## src/rtl/clk_loop_pkg.sv

```systemverilog
// Shared definitions for the MMCM reset/lock supervisor.
// State encodings, state width and a counter-width helper.
package clk_loop_pkg;

  localparam int ST_W = 3;

  typedef enum logic [ST_W-1:0] {
    ST_RST       = 3'd0,
    ST_WAIT_LOCK = 3'd1,
    ST_STABLE    = 3'd2,
    ST_RUN       = 3'd3,
    ST_FAULT     = 3'd4
  } state_t;

  // Minimum width 1 so single-cycle parameters still get a counter.
  function automatic int clog2(input int v);
    int r;
    r = 1;
    while ((1 << r) < v) r++;
    return r;
  endfunction

endpackage

```

## src/rtl/clk_loop_sync.sv

```systemverilog
// Multi-flop synchronizer for an asynchronous level input.
// Async active-low clear; flops tagged ASYNC_REG for placement.
module clk_loop_sync
  import clk_loop_pkg::*;
#(
  parameter int STAGES = 2
) (
  input  logic i_clk,
  input  logic i_rst_n,
  input  logic i_d,
  output logic o_q
);

  (* ASYNC_REG = "TRUE" *) logic [STAGES-1:0] r_sync;

  always_ff @(posedge i_clk or negedge i_rst_n) begin
    if (!i_rst_n) r_sync <= '0;
    else          r_sync <= {r_sync[STAGES-2:0], i_d};
  end

  assign o_q = r_sync[STAGES-1];

endmodule

```

## src/rtl/clk_loop_rst_ctrl.sv

```systemverilog
// MMCM reset/lock supervisor on the free-running input clock.
// Optional lock-loss counter: define CLK_LOOP_LOCK_LOSS_CNT_EN.
module clk_loop_rst_ctrl
  import clk_loop_pkg::*;
#(
  parameter int RST_PULSE_CYC    = 16,
  parameter int LOCK_TIMEOUT_CYC = 200000,
  parameter int STABLE_CYC       = 4096,
  parameter int MAX_RETRY        = 3,
  parameter int SYNC_STAGES      = 2
) (
  input  logic        clk_gloal_in,
  input  logic        hardware_rst_n_in,
  input  logic        mmcm_locked_in,
  input  logic        retry_req_in,
  output logic        mmcm_rst_out,
  output logic        logic_rst_n_out,
  output logic        clk_ready_out,
  output logic        fault_out,
  output logic [3:0]  retry_cnt_out,
  output logic [15:0] lock_loss_cnt_out,
  output logic [2:0]  state_out
);

  localparam int PULSE_W = clog2(RST_PULSE_CYC);
  localparam int TMO_W   = clog2(LOCK_TIMEOUT_CYC);
  localparam int STAB_W  = clog2(STABLE_CYC);

  localparam logic [PULSE_W-1:0] PULSE_LAST = PULSE_W'(RST_PULSE_CYC - 1);
  localparam logic [TMO_W-1:0]   TMO_LAST   = TMO_W'(LOCK_TIMEOUT_CYC - 1);
  localparam logic [STAB_W-1:0]  STAB_LAST  = STAB_W'(STABLE_CYC - 1);

  state_t             r_state;
  state_t             w_nxt;
  logic [PULSE_W-1:0] r_pulse_cnt;
  logic [TMO_W-1:0]   r_tmo_cnt;
  logic [STAB_W-1:0]  r_stab_cnt;
  logic [3:0]         r_retry_cnt;
  logic [3:0]         w_retry_inc;
  logic               w_locked_s;
  logic               w_tmo;
  logic               w_fail;
  logic               w_clr_retry;
  logic               w_in_lock;
  logic               w_stay_lock;
  logic               r_mmcm_rst;
  logic               r_logic_rst_n;
  logic               r_ready;
  logic               r_fault;

  clk_loop_sync #(.STAGES(SYNC_STAGES)) u_sync (
    .i_clk   (clk_gloal_in),
    .i_rst_n (hardware_rst_n_in),
    .i_d     (mmcm_locked_in),
    .o_q     (w_locked_s)
  );

  assign w_tmo       = (r_tmo_cnt == TMO_LAST);
  assign w_retry_inc = (r_retry_cnt == 4'hF) ? 4'hF : r_retry_cnt + 4'd1;

  // Stable completion is checked before timeout, timeout before lock drop.
  always_comb begin
    w_nxt  = r_state;
    w_fail = 1'b0;
    unique case (r_state)
      ST_RST: begin
        if (r_pulse_cnt == PULSE_LAST) w_nxt = ST_WAIT_LOCK;
      end
      ST_WAIT_LOCK: begin
        if (w_tmo) begin
          w_fail = 1'b1;
          w_nxt  = (w_retry_inc >= 4'(MAX_RETRY)) ? ST_FAULT : ST_RST;
        end else if (w_locked_s) begin
          w_nxt = ST_STABLE;
        end
      end
      ST_STABLE: begin
        if (w_locked_s && (r_stab_cnt == STAB_LAST)) begin
          w_nxt = ST_RUN;
        end else if (w_tmo) begin
          w_fail = 1'b1;
          w_nxt  = (w_retry_inc >= 4'(MAX_RETRY)) ? ST_FAULT : ST_RST;
        end else if (!w_locked_s) begin
          w_nxt = ST_WAIT_LOCK;
        end
      end
      ST_RUN: begin
        if (!w_locked_s) w_nxt = ST_RST;
      end
      ST_FAULT: begin
        if (retry_req_in) w_nxt = ST_RST;
      end
      default: w_nxt = ST_RST;
    endcase
  end

  assign w_in_lock   = (r_state == ST_WAIT_LOCK) || (r_state == ST_STABLE);
  assign w_stay_lock = w_in_lock &&
                       ((w_nxt == ST_WAIT_LOCK) || (w_nxt == ST_STABLE));
  assign w_clr_retry = (w_nxt == ST_RUN) ||
                       ((r_state == ST_FAULT) && (w_nxt == ST_RST));

  always_ff @(posedge clk_gloal_in or negedge hardware_rst_n_in) begin
    if (!hardware_rst_n_in) begin
      r_state       <= ST_RST;
      r_pulse_cnt   <= '0;
      r_tmo_cnt     <= '0;
      r_stab_cnt    <= '0;
      r_retry_cnt   <= '0;
      r_mmcm_rst    <= 1'b1;
      r_logic_rst_n <= 1'b0;
      r_ready       <= 1'b0;
      r_fault       <= 1'b0;
    end else begin
      r_state       <= w_nxt;
      r_pulse_cnt   <= ((r_state == ST_RST) && (w_nxt == ST_RST)) ?
                       r_pulse_cnt + 1'b1 : '0;
      r_tmo_cnt     <= w_stay_lock ? r_tmo_cnt + 1'b1 : '0;
      r_stab_cnt    <= ((r_state == ST_STABLE) && (w_nxt == ST_STABLE)) ?
                       r_stab_cnt + 1'b1 : '0;
      if (w_fail)           r_retry_cnt <= w_retry_inc;
      else if (w_clr_retry) r_retry_cnt <= '0;
      r_mmcm_rst    <= (w_nxt == ST_RST) || (w_nxt == ST_FAULT);
      r_logic_rst_n <= (w_nxt == ST_RUN);
      r_ready       <= (w_nxt == ST_RUN);
      r_fault       <= (w_nxt == ST_FAULT);
    end
  end

`ifdef CLK_LOOP_LOCK_LOSS_CNT_EN
  logic        w_lock_loss;
  logic [15:0] r_loss_cnt;

  assign w_lock_loss = (r_state == ST_RUN) && (w_nxt == ST_RST);

  always_ff @(posedge clk_gloal_in or negedge hardware_rst_n_in) begin
    if (!hardware_rst_n_in)
      r_loss_cnt <= '0;
    else if (w_lock_loss && (r_loss_cnt != 16'hFFFF))
      r_loss_cnt <= r_loss_cnt + 16'd1;
  end

  assign lock_loss_cnt_out = r_loss_cnt;
`else
  assign lock_loss_cnt_out = 16'h0000;
`endif

  assign mmcm_rst_out    = r_mmcm_rst;
  assign logic_rst_n_out = r_logic_rst_n;
  assign clk_ready_out   = r_ready;
  assign fault_out       = r_fault;
  assign retry_cnt_out   = r_retry_cnt;
  assign state_out       = r_state;

endmodule

```

## config.mk

```make
export PLATFORM = sky130hd
export DESIGN_NAME = clk_loop_rst_ctrl
export DESIGN_NICKNAME = d
export VERILOG_FILES = /design/src/rtl/clk_loop_pkg.sv /design/src/rtl/clk_loop_sync.sv /design/src/rtl/clk_loop_rst_ctrl.sv
export SDC_FILE = /design/constraint.sdc
export NUM_CORES = 1
export LEC_CHECK = 0
export CELL_PAD_IN_SITES_DETAIL_PLACEMENT = 1
export CELL_PAD_IN_SITES_GLOBAL_PLACEMENT = 1
export CORE_AREA = 10 10 108 86
export DETAILED_ROUTE_END_ITERATION = 10
export DIE_AREA = 0 0 118 96
export PLACE_DENSITY = 0.64
export SYNTH_ARGS = -nofsm -noshare
export SYNTH_HDL_FRONTEND = slang
export SYNTH_SLANG_ARGS = --single-unit
```

## constraint.sdc

```tcl
create_clock -name clk_gloal_in -period 3.5 [get_ports clk_gloal_in]
set_input_delay 0.35 -clock clk_gloal_in [delete_from_list [all_inputs] [get_ports clk_gloal_in]]
set_output_delay 0.35 -clock clk_gloal_in [all_outputs]
set_load 0.005 [all_outputs]
```

==> out/results.tsv, run 1 <==
metric	value	unit
outcome	finished, final reports clean	
Max Buffers Root-to-Sink	2	
Post-DP HPWL	3770	um
endpoint type of the worst setup path	flop	
switching fraction of total power	30.3	%
Initial DRT Pass Iterations	4	
area grow syn2layout	11.3	%
number of port buffers	14	
Post-synth EDFFs	0	
final hold violation count	0	
cell family with most CP delay	simple AND/OR/NAND/NOR gates	
cell area after synthesis	2430	um^2
pin count of the biggest net entering global routing	47	
layout cell share with drive strength beyond 1	9.30	%
Main synth FF type	dfrtp_1	
max cap viols	0	
DRT iter0 DRCs	57	
startpoint type of the worst setup path	flop	
R2R Setup Slk	1.56	ns
CP max-delay cell	nor3_1	
Setup Buffers After CTS	0	
largest cells by area after synthesis	dfrtp_1, nor2_1, xor2_1	
hold slack	0.234	ns
routability congestion estimate	0.716	
DR WL/cell	14.4	um
GRT Util Overall	9.53	%
Hold WC Path Type	in2async	
initial core utilization	33.9	%
Slew Viols, Final	0	
DR vias/cell	4.74	
Max-slew headroom	31.5	%
power after layout	1270	uW
total grt overflow	0	
vias	1703	
Clock Latency Late Sink	0.29	ns
Yosys warning count	0	
Synth cell types	46	
I/O pin count	31	
Critical Path Max Stage Delay	0.55	ns
sequential share of power	48.9	%
Switch Pwr	385	uW
maximum VDD drop	185	uV
row count	27	
RSZ-0062 raised after global routing	false	
most common cell after layout, fill and taps aside	dfrtp_1	
Mapped Cells	242	
CTS tree	done	
Final ANT Viol Nets	0	
static leakage	0.00114	uW
Final min period	1.94	ns
Post-CTS Resized	0	
cts hold-fix bufs	0	
Avg Inst Size Synth	10.0	um^2
number of global-route vias before repair	1830	
RR Endpoint	r_tmo_cnt[12]	
WP buf/inv	0	
DR DRC count	0	
CTS Sinks	46	
clk slew on worst S/H paths	0.09	ns
r2r worst-path depth	6	
cells along the critical path	ha_1, nand2_1, nor3_1, nand3_1, xor2_1, nor2_1	
crit path from	r_tmo_cnt[0]	
critical path type	reg2reg	
setup TNS	0	ns
met1 usage	12.9	%
Internal	886	uW
Setup violations, final	0	
commonest non-fill, non-tap cells in the layout	dfrtp_1, nor2_1, nand3_1	
Max FO, Critical Path	5	
nets	265	
FF+latch count, synth	46	
cell accounting for the most synthesized area	dfrtp_1	
# diodes	0	
clock share of power	31.0	%
fin crit share	55.3	%
final wirelength	5150	um
ys async rst share	100	%
full die area	11300	um^2
die height	96	um
Synth top area share	46.4	%
sequential fraction of the synthesis area	47.5	%
CP arrival	2.11	ns
Top Usage Layer GRT	met2	
root buf cell	clkbuf_8	
CP required	3.67	ns
met3 Track Usage GR	2.75	%
Slew @ Worst Pin	1.03	ns
first-pass GRT wire length	9020	um
H-tree depth	2	
Gate power share	20.2	%
CTS Buf Count	5	
pwr dens	470	nW/um^2
core area	7160	um^2
Die X	118	um
initial antenna violation count	0	
Final Skew	0.00782	ns
met2 Usage GRT	14.8	%
worst r2r src	r_tmo_cnt[0]	
fmax	517	MHz
## state kept, by name (all words and copies together), names as in the netlist
register,flops
state_out,3
retry_cnt_out,4
u_sync.r_sync,2
r_pulse_cnt,4
r_tmo_cnt,18
r_stab_cnt,12
mmcm_rst_out,1
fault_out,1
clk_ready_out,1
## synthesized netlist by cell type (2+ instances only)
cell type	count
mux2i_1	2
and3_1	5
a21oi_1	2
xor2_1	17
nor2_1	42
inv_1	10
o21ai_0	3
nor3_1	4
and4_1	3
o21ba_2	2
a31oi_1	2
a32o_1	2
nor4_1	2
and4bb_2	2
nand4_1	5
buf_2	2
xnor2_1	10
nand2_1	16
buf_4	18
nand3_1	19
ha_1	4
dfrtp_1	45
nand3_2	2
## per-stage QoR
stage,area [um^2],setup slack (ns),std cells,utilization (%)
2_1_floorplan,2480,1.79,257,-
3_3_place_gp,2590,1.65,351,36.2
3_5_place_dp,2590,1.56,351,36.2
4_1_cts,2700,1.54,359,37.7
5_1_grt,2700,1.40,359,37.7
6_report,2700,1.56,359,37.7
## cell type report
cell class	instances	area [um^2]
Fill cell	842	4460
Sequential cell	46	1150
Multi-Input combinational cell	180	1140
Timing Repair Buffer	14	135
Tap cell	101	126
Clock buffer	7	76.3
Inverter	10	37.5
Clock inverter	1	30.0
## power groups by stage
stage               registers (uW)  clock network (uW)  logic, uW
finish                         621                 394        256
global route                   630                 433        300
detailed placement             633                   0        264
floorplan                      615                   0        207
CTS                            622                 409        268
global placement               630                   0        261
## worst max-delay path by stage
stage / cells past startpoint / endpoint / slack [ns]
2_1_floorplan: 4 / retry_cnt_out[3] / 1.79
3_3_place_gp: 6 / retry_cnt_out[2] / 1.65
3_5_place_dp: 6 / r_tmo_cnt[13] / 1.56
4_1_cts: 6 / r_tmo_cnt[6] / 1.54
5_1_grt: 6 / r_tmo_cnt[12] / 1.40
6_report: 6 / r_tmo_cnt[12] / 1.56
## cell families (layout without fill, tap and decap cells)
family | after synthesis | in the layout | synth area share (%)
AO/OA/AOI/OAI | 19 | 19 | 6.34
multiplexers | 2 | 2 | 0.825
other | 1 | 16 | 0.155
XOR/XNOR | 27 | 27 | 9.75
flip-flops | 46 | 46 | 47.5
buffers and inverters | 31 | 32 | 7.68
adder cells (fa/ha/maj) | 4 | 4 | 2.06
AND/OR/NAND/NOR | 112 | 112 | 25.7
## routing by layer
layer | vias to the layer above | share of wire, %
met4 | 0 | 0.82
met5 | - | 0
met1 | 850 | 53
met2 | 28 | 43
met3 | 4 | 3.9
li1 | 821 | -
## worst reg2reg max path, stage by stage (launching register included)
cell and delay, ns:
dfrtp_1 0.43, ha_1 0.28, nand2_1 0.14, nor3_1 0.55, nand3_1 0.18, xor2_1 0.18
nor2_1 0.06
Power figures use the tool's default switching activity.
==> run 2, diff against run 1 <==
==> constraint.sdc (replaced) <==
create_clock -name clk_gloal_in -period 1.79 [get_ports clk_gloal_in]
set_input_delay 0.179 -clock clk_gloal_in [delete_from_list [all_inputs] [get_ports clk_gloal_in]]
set_output_delay 0.179 -clock clk_gloal_in [all_outputs]
set_load 0.005 [all_outputs]
==> out/results.tsv, run 2 (same netlist as run 1, synthesis figures left out) <==
metric	value	unit
DP Area	2760	um^2
Die X	118	um
Hold Path Sink	u_sync.r_sync[0]	
Clock Latency Late Sink	0.30	ns
CTS tree	done	
row count	27	
Initial DRT Pass Iterations	5	
endpoint type of the worst setup path	flop	
Slew @ Worst Pin	0.583	ns
max reg flops	18	
CTS Buf Count	5	
Max FO, Critical Path	4	
DR WL/cell	13.9	um
CP required	2.00	ns
post-layout util	41.2	%
number of port buffers	14	
# diodes	0	
fin crit share	96.6	%
DR vias/cell	4.65	
worst r2r src	r_stab_cnt[0]	
full die area	11300	um^2
critical path type	reg2reg	
commonest non-fill, non-tap cells in the layout	dfrtp_1, nor2_1, buf_4	
die height	96	um
Final ANT Viol Nets	0	
CTS Sinks	46	
root buf cell	clkbuf_8	
outcome	finished, final reports clean	
routability congestion estimate	0.740	
H-tree depth	2	
pin count of the biggest net entering global routing	25	
vias	1808	
maximum VDD drop	314	uV
CP arrival	1.94	ns
I/O pin count	31	
Slew Viols, Final	0	
Max Buffers Root-to-Sink	2	
hold depth	1	
nets	295	
biggest regs	r_tmo_cnt: 18 flops, r_stab_cnt: 12 flops	
final hold violation count	0	
r2r worst-path depth	6	
DRT iter0 DRCs	68	
hold_sp	mmcm_locked_in	
final wirelength	5390	um
RSZ-0062 raised after global routing	true	
fmax	578	MHz
startpoint type of the worst setup path	flop	
layout cell share with drive strength beyond 1	20.5	%
number of global-route vias before repair	1881	
Top reg by flops	r_tmo_cnt	
RR Endpoint	retry_cnt_out[2]	
pwr dens	851	nW/um^2
DR DRC count	0	
Max-slew headroom	61.2	%
area grow syn2layout	21.6	%
Final min period	1.73	ns
Setup violations, final	0	
Final Skew	0.00379	ns
GRT Util Overall	9.85	%
core area	7160	um^2
max cap viols	0	
Hold WC Path Type	in2reg	
most common cell after layout, fill and taps aside	dfrtp_1	
total grt overflow	0	
finished layout cell area	2950	um^2
static leakage	0.00130	uW
Post-DP HPWL	4060	um
R2R Setup Slk	0.06	ns
first-pass GRT wire length	9230	um
clk slew on worst S/H paths	0.08	ns
initial core utilization	33.9	%
initial antenna violation count	0	
==> run 2: worst max-delay path, cell delays in order, from the launching register on <==
cell       delay (ns)
dfrtp_1          0.40
ha_1             0.21
nand4_1          0.18
nor4_2           0.07
o2bb2ai_2        0.16
o41a_1           0.40
a311oi_2         0.23
==> run 2: metal layers <==
layer	global-route usage (%)	share of wire [%]
met5	0	0
met4	3.39	0.98
met3	2.75	4.4
met2	14.9	42
met1	13.4	53
==> run 2: power breakdown <==
part | leakage, uW | switching (uW) | internal [uW] | total [uW]
logic | 0.000621 | 403 | 274 | 677
clock network | 0.0000482 | 341 | 312 | 652
registers | 0.000627 | 52.9 | 1130 | 1180
total | 0.00130 | 797 | 1710 | 2510
==> run 2: area by class of cell <==
type / count / area, um^2
clock buffers: 7 / 86.3
clock inverters: 1 / 5.00
fillers: 839 / 4210
inverters: 10 / 37.5
multi-input cells: 180 / 1180
flip-flops and latches: 46 / 1150
well taps: 101 / 126
repair buffers: 44 / 363
==> run 2: through the flow <==
stage / hold WS (ns) / total power, uW / setup TNS (ns) / setup slack, ns / instances
2_1_floorplan: -0.117 / 1610 / 0 / 0.0816 / 257
3_3_place_gp: 0.210 / 1810 / 0 / 0.0725 / 373
3_5_place_dp: 0.213 / 1830 / 0 / 0.0465 / 373
4_1_cts: 0.302 / 2500 / 0 / 0.0256 / 382
5_1_grt: 0.308 / 2690 / -0.0948 / -0.0370 / 389
6_report: 0.314 / 2510 / 0 / 0.0608 / 389
==> run 2: timing repair <==
action                                  CTS  global route
endpoints found under the hold margin    21             0
resized for setup                         0             7
hold buffers                              1             0
endpoints found under the setup margin    0             6
buffers inserted                          0             7
==> run 2: worst max path at each step <==
stage | startpoint | endpoint | slack [ns] | cells after the start
finish | r_stab_cnt[0] | retry_cnt_out[2] | 0.06 | 6
global route | r_tmo_cnt[0] | retry_cnt_out[2] | -0.04 | 6
CTS | r_stab_cnt[0] | retry_cnt_out[2] | 0.03 | 6
detailed placement | r_stab_cnt[0] | retry_cnt_out[2] | 0.05 | 6
global placement | r_stab_cnt[1] | fault_out | 0.07 | 7
floorplan | retry_cnt_out[0] | retry_cnt_out[3] | 0.08 | 4
==> run 3, diff against run 2 <==
--- a/config.mk
+++ b/config.mk
@@ -7,10 +7,10 @@
 export LEC_CHECK = 0
 export CELL_PAD_IN_SITES_DETAIL_PLACEMENT = 1
 export CELL_PAD_IN_SITES_GLOBAL_PLACEMENT = 1
-export CORE_AREA = 10 10 108 86
+export CORE_AREA = 10 10 111 83
 export DETAILED_ROUTE_END_ITERATION = 10
-export DIE_AREA = 0 0 118 96
-export PLACE_DENSITY = 0.64
+export DIE_AREA = 0 0 121 93
+export PLACE_DENSITY = 0.65
 export SYNTH_ARGS = -nofsm -noshare
 export SYNTH_HDL_FRONTEND = slang
 export SYNTH_SLANG_ARGS = --single-unit
==> out/results.tsv, run 3 (same netlist as run 1, synthesis figures left out) <==
metric	value	unit
Clock Latency Late Sink	0.30	ns
Inst Count DP	371	
Max Buffers Root-to-Sink	2	
CP arrival	1.91	ns
number of global-route vias before repair	1881	
CTS Sinks	46	
DR WL/cell	14.8	um
Slew Viols, Final	0	
biggest regs	r_tmo_cnt: 18 flops, r_stab_cnt: 12 flops	
core area	7120	um^2
pwr dens	871	nW/um^2
R2R Setup Slk	0.08	ns
most common cell after layout, fill and taps aside	dfrtp_1	
pin count of the biggest net entering global routing	47	
max reg flops	18	
endpoint type of the worst setup path	flop	
fin crit share	95.7	%
vias	1821	
DR DRC count	0	
Critical Path Sink	state_out[2]	
DRT iter0 DRCs	58	
maximum VDD drop	358	uV
crit path from	r_stab_cnt[0]	
number of port buffers	14	
outcome	finished, final reports clean	
Post-DP HPWL	4210	um
first-pass GRT wire length	9510	um
commonest non-fill, non-tap cells in the layout	dfrtp_1, nor2_1, buf_4	
fmax	583	MHz
final worst slack	0.0762	ns
GRT Util Overall	10.3	%
I/O pin count	31	
power after layout	2570	uW
max cap viols	0	
CTS tree	done	
Final min period	1.71	ns
final hold violation count	0	
die height	93	um
CTS Buf Count	5	
Final ANT Viol Nets	0	
RSZ-0062 raised after global routing	true	
Top reg by flops	r_tmo_cnt	
r2r worst-path depth	7	
startpoint type of the worst setup path	flop	
total grt overflow	0	
Setup Slack @ Placement	-0.00857	ns
Max FO, Critical Path	4	
initial antenna violation count	0	
routability congestion estimate	0.784	
critical path type	reg2reg	
CP required	1.98	ns
Setup violations, final	0	
root buf cell	clkbuf_8	
Die X	121	um
layout cell share with drive strength beyond 1	20.2	%
full die area	11300	um^2
Final Skew	0.0163	ns
hold slack	0.304	ns
Slew @ Worst Pin	0.587	ns
nets	294	
worst r2r src	r_stab_cnt[0]	
final wirelength	5680	um
static leakage	0.00129	uW
H-tree depth	2	
row count	26	
Hold WC Path Type	in2reg	
Finished Layout Cells	385	
post-layout util	41.4	%
RR Endpoint	state_out[2]	
Initial DRT Pass Iterations	4	
Max-slew headroom	60.9	%
clk slew on worst S/H paths	0.09	ns
# diodes	0	
area grow syn2layout	21.7	%
DR vias/cell	4.73	
FILL cells	790	
initial core utilization	34.1	%
==> run 3: cell count changes in the layout (fill, tap and decap cells not counted), sizes merged <==
| cell | previous run | this run |
|---|---|---|
| clkbuf | 7 | 6 |
| clkinv | 1 | 2 |
| buf | 30 | 29 |
==> run 3: layout make-up <==
| type | instances | area (um^2) | share of cell area [%] |
|---|---|---|---|
| multi-input combinational | 180 | 1190 | 40.2 |
| sequential | 46 | 1150 | 39.0 |
| timing repair buffer | 43 | 368 | 12.5 |
| tap | 98 | 123 | 4.15 |
| clock buffer | 6 | 72.6 | 2.46 |
| inverter | 10 | 37.5 | 1.27 |
| clock inverter | 2 | 13.8 | 0.466 |
==> run 3: worst min path at each step <==
stage                                  from                to  slack [ns]  cells after the start
after floorplan           hardware_rst_n_in     clk_ready_out       -0.12                      0
after global placement    hardware_rst_n_in    r_pulse_cnt[3]        0.31                      2
after detailed placement  hardware_rst_n_in    r_pulse_cnt[3]        0.32                      2
after CTS                    mmcm_locked_in  u_sync.r_sync[0]        0.30                      1
after global routing         mmcm_locked_in  u_sync.r_sync[0]        0.29                      1
final                        mmcm_locked_in  u_sync.r_sync[0]        0.30                      1
==> run 3: power by group <==
group	total (uW)	internal, uW	switching [uW]
registers	1180	1130	53.8
logic	754	336	419
clock network	637	276	361
total	2570	1740	834
==> run 3: critical path, cell delays in order (launching register included) <==
cell	delay, ns
dfrtp_1	0.36
ha_2	0.18
nand4_1	0.19
nor4_2	0.23
o2bb2ai_2	0.17
nor3_2	0.09
buf_4	0.16
a32o_1	0.22
==> run 3: routing by layer <==
layer	vias to the layer above	GRT usage, %	part of all wire (%)
li1	877	-	-
met1	908	14.2	51
met2	29	15.3	44
met3	7	2.70	3.4
met4	0	3.61	1.4
met5	-	0	0
==> run 3: per-stage QoR <==
| step | cell area, um^2 | TNS [ns] |
|---|---|---|
| 5_1_grt | 2950 | -0.651 |
| 6_report | 2950 | 0 |
| 4_1_cts | 2890 | 0 |
| 2_1_floorplan | 2480 | 0 |
| 3_3_place_gp | 2780 | 0 |
| 3_5_place_dp | 2780 | -0.0119 |
==> run 3: timing repair <==
item,in CTS,in global routing
buffers inserted,0,5
pin swaps,0,5
setup endpoints to repair,3,11
gates cloned,0,0
hold buffers,1,0
gates resized for setup,2,5
endpoints found under the hold margin,37,0
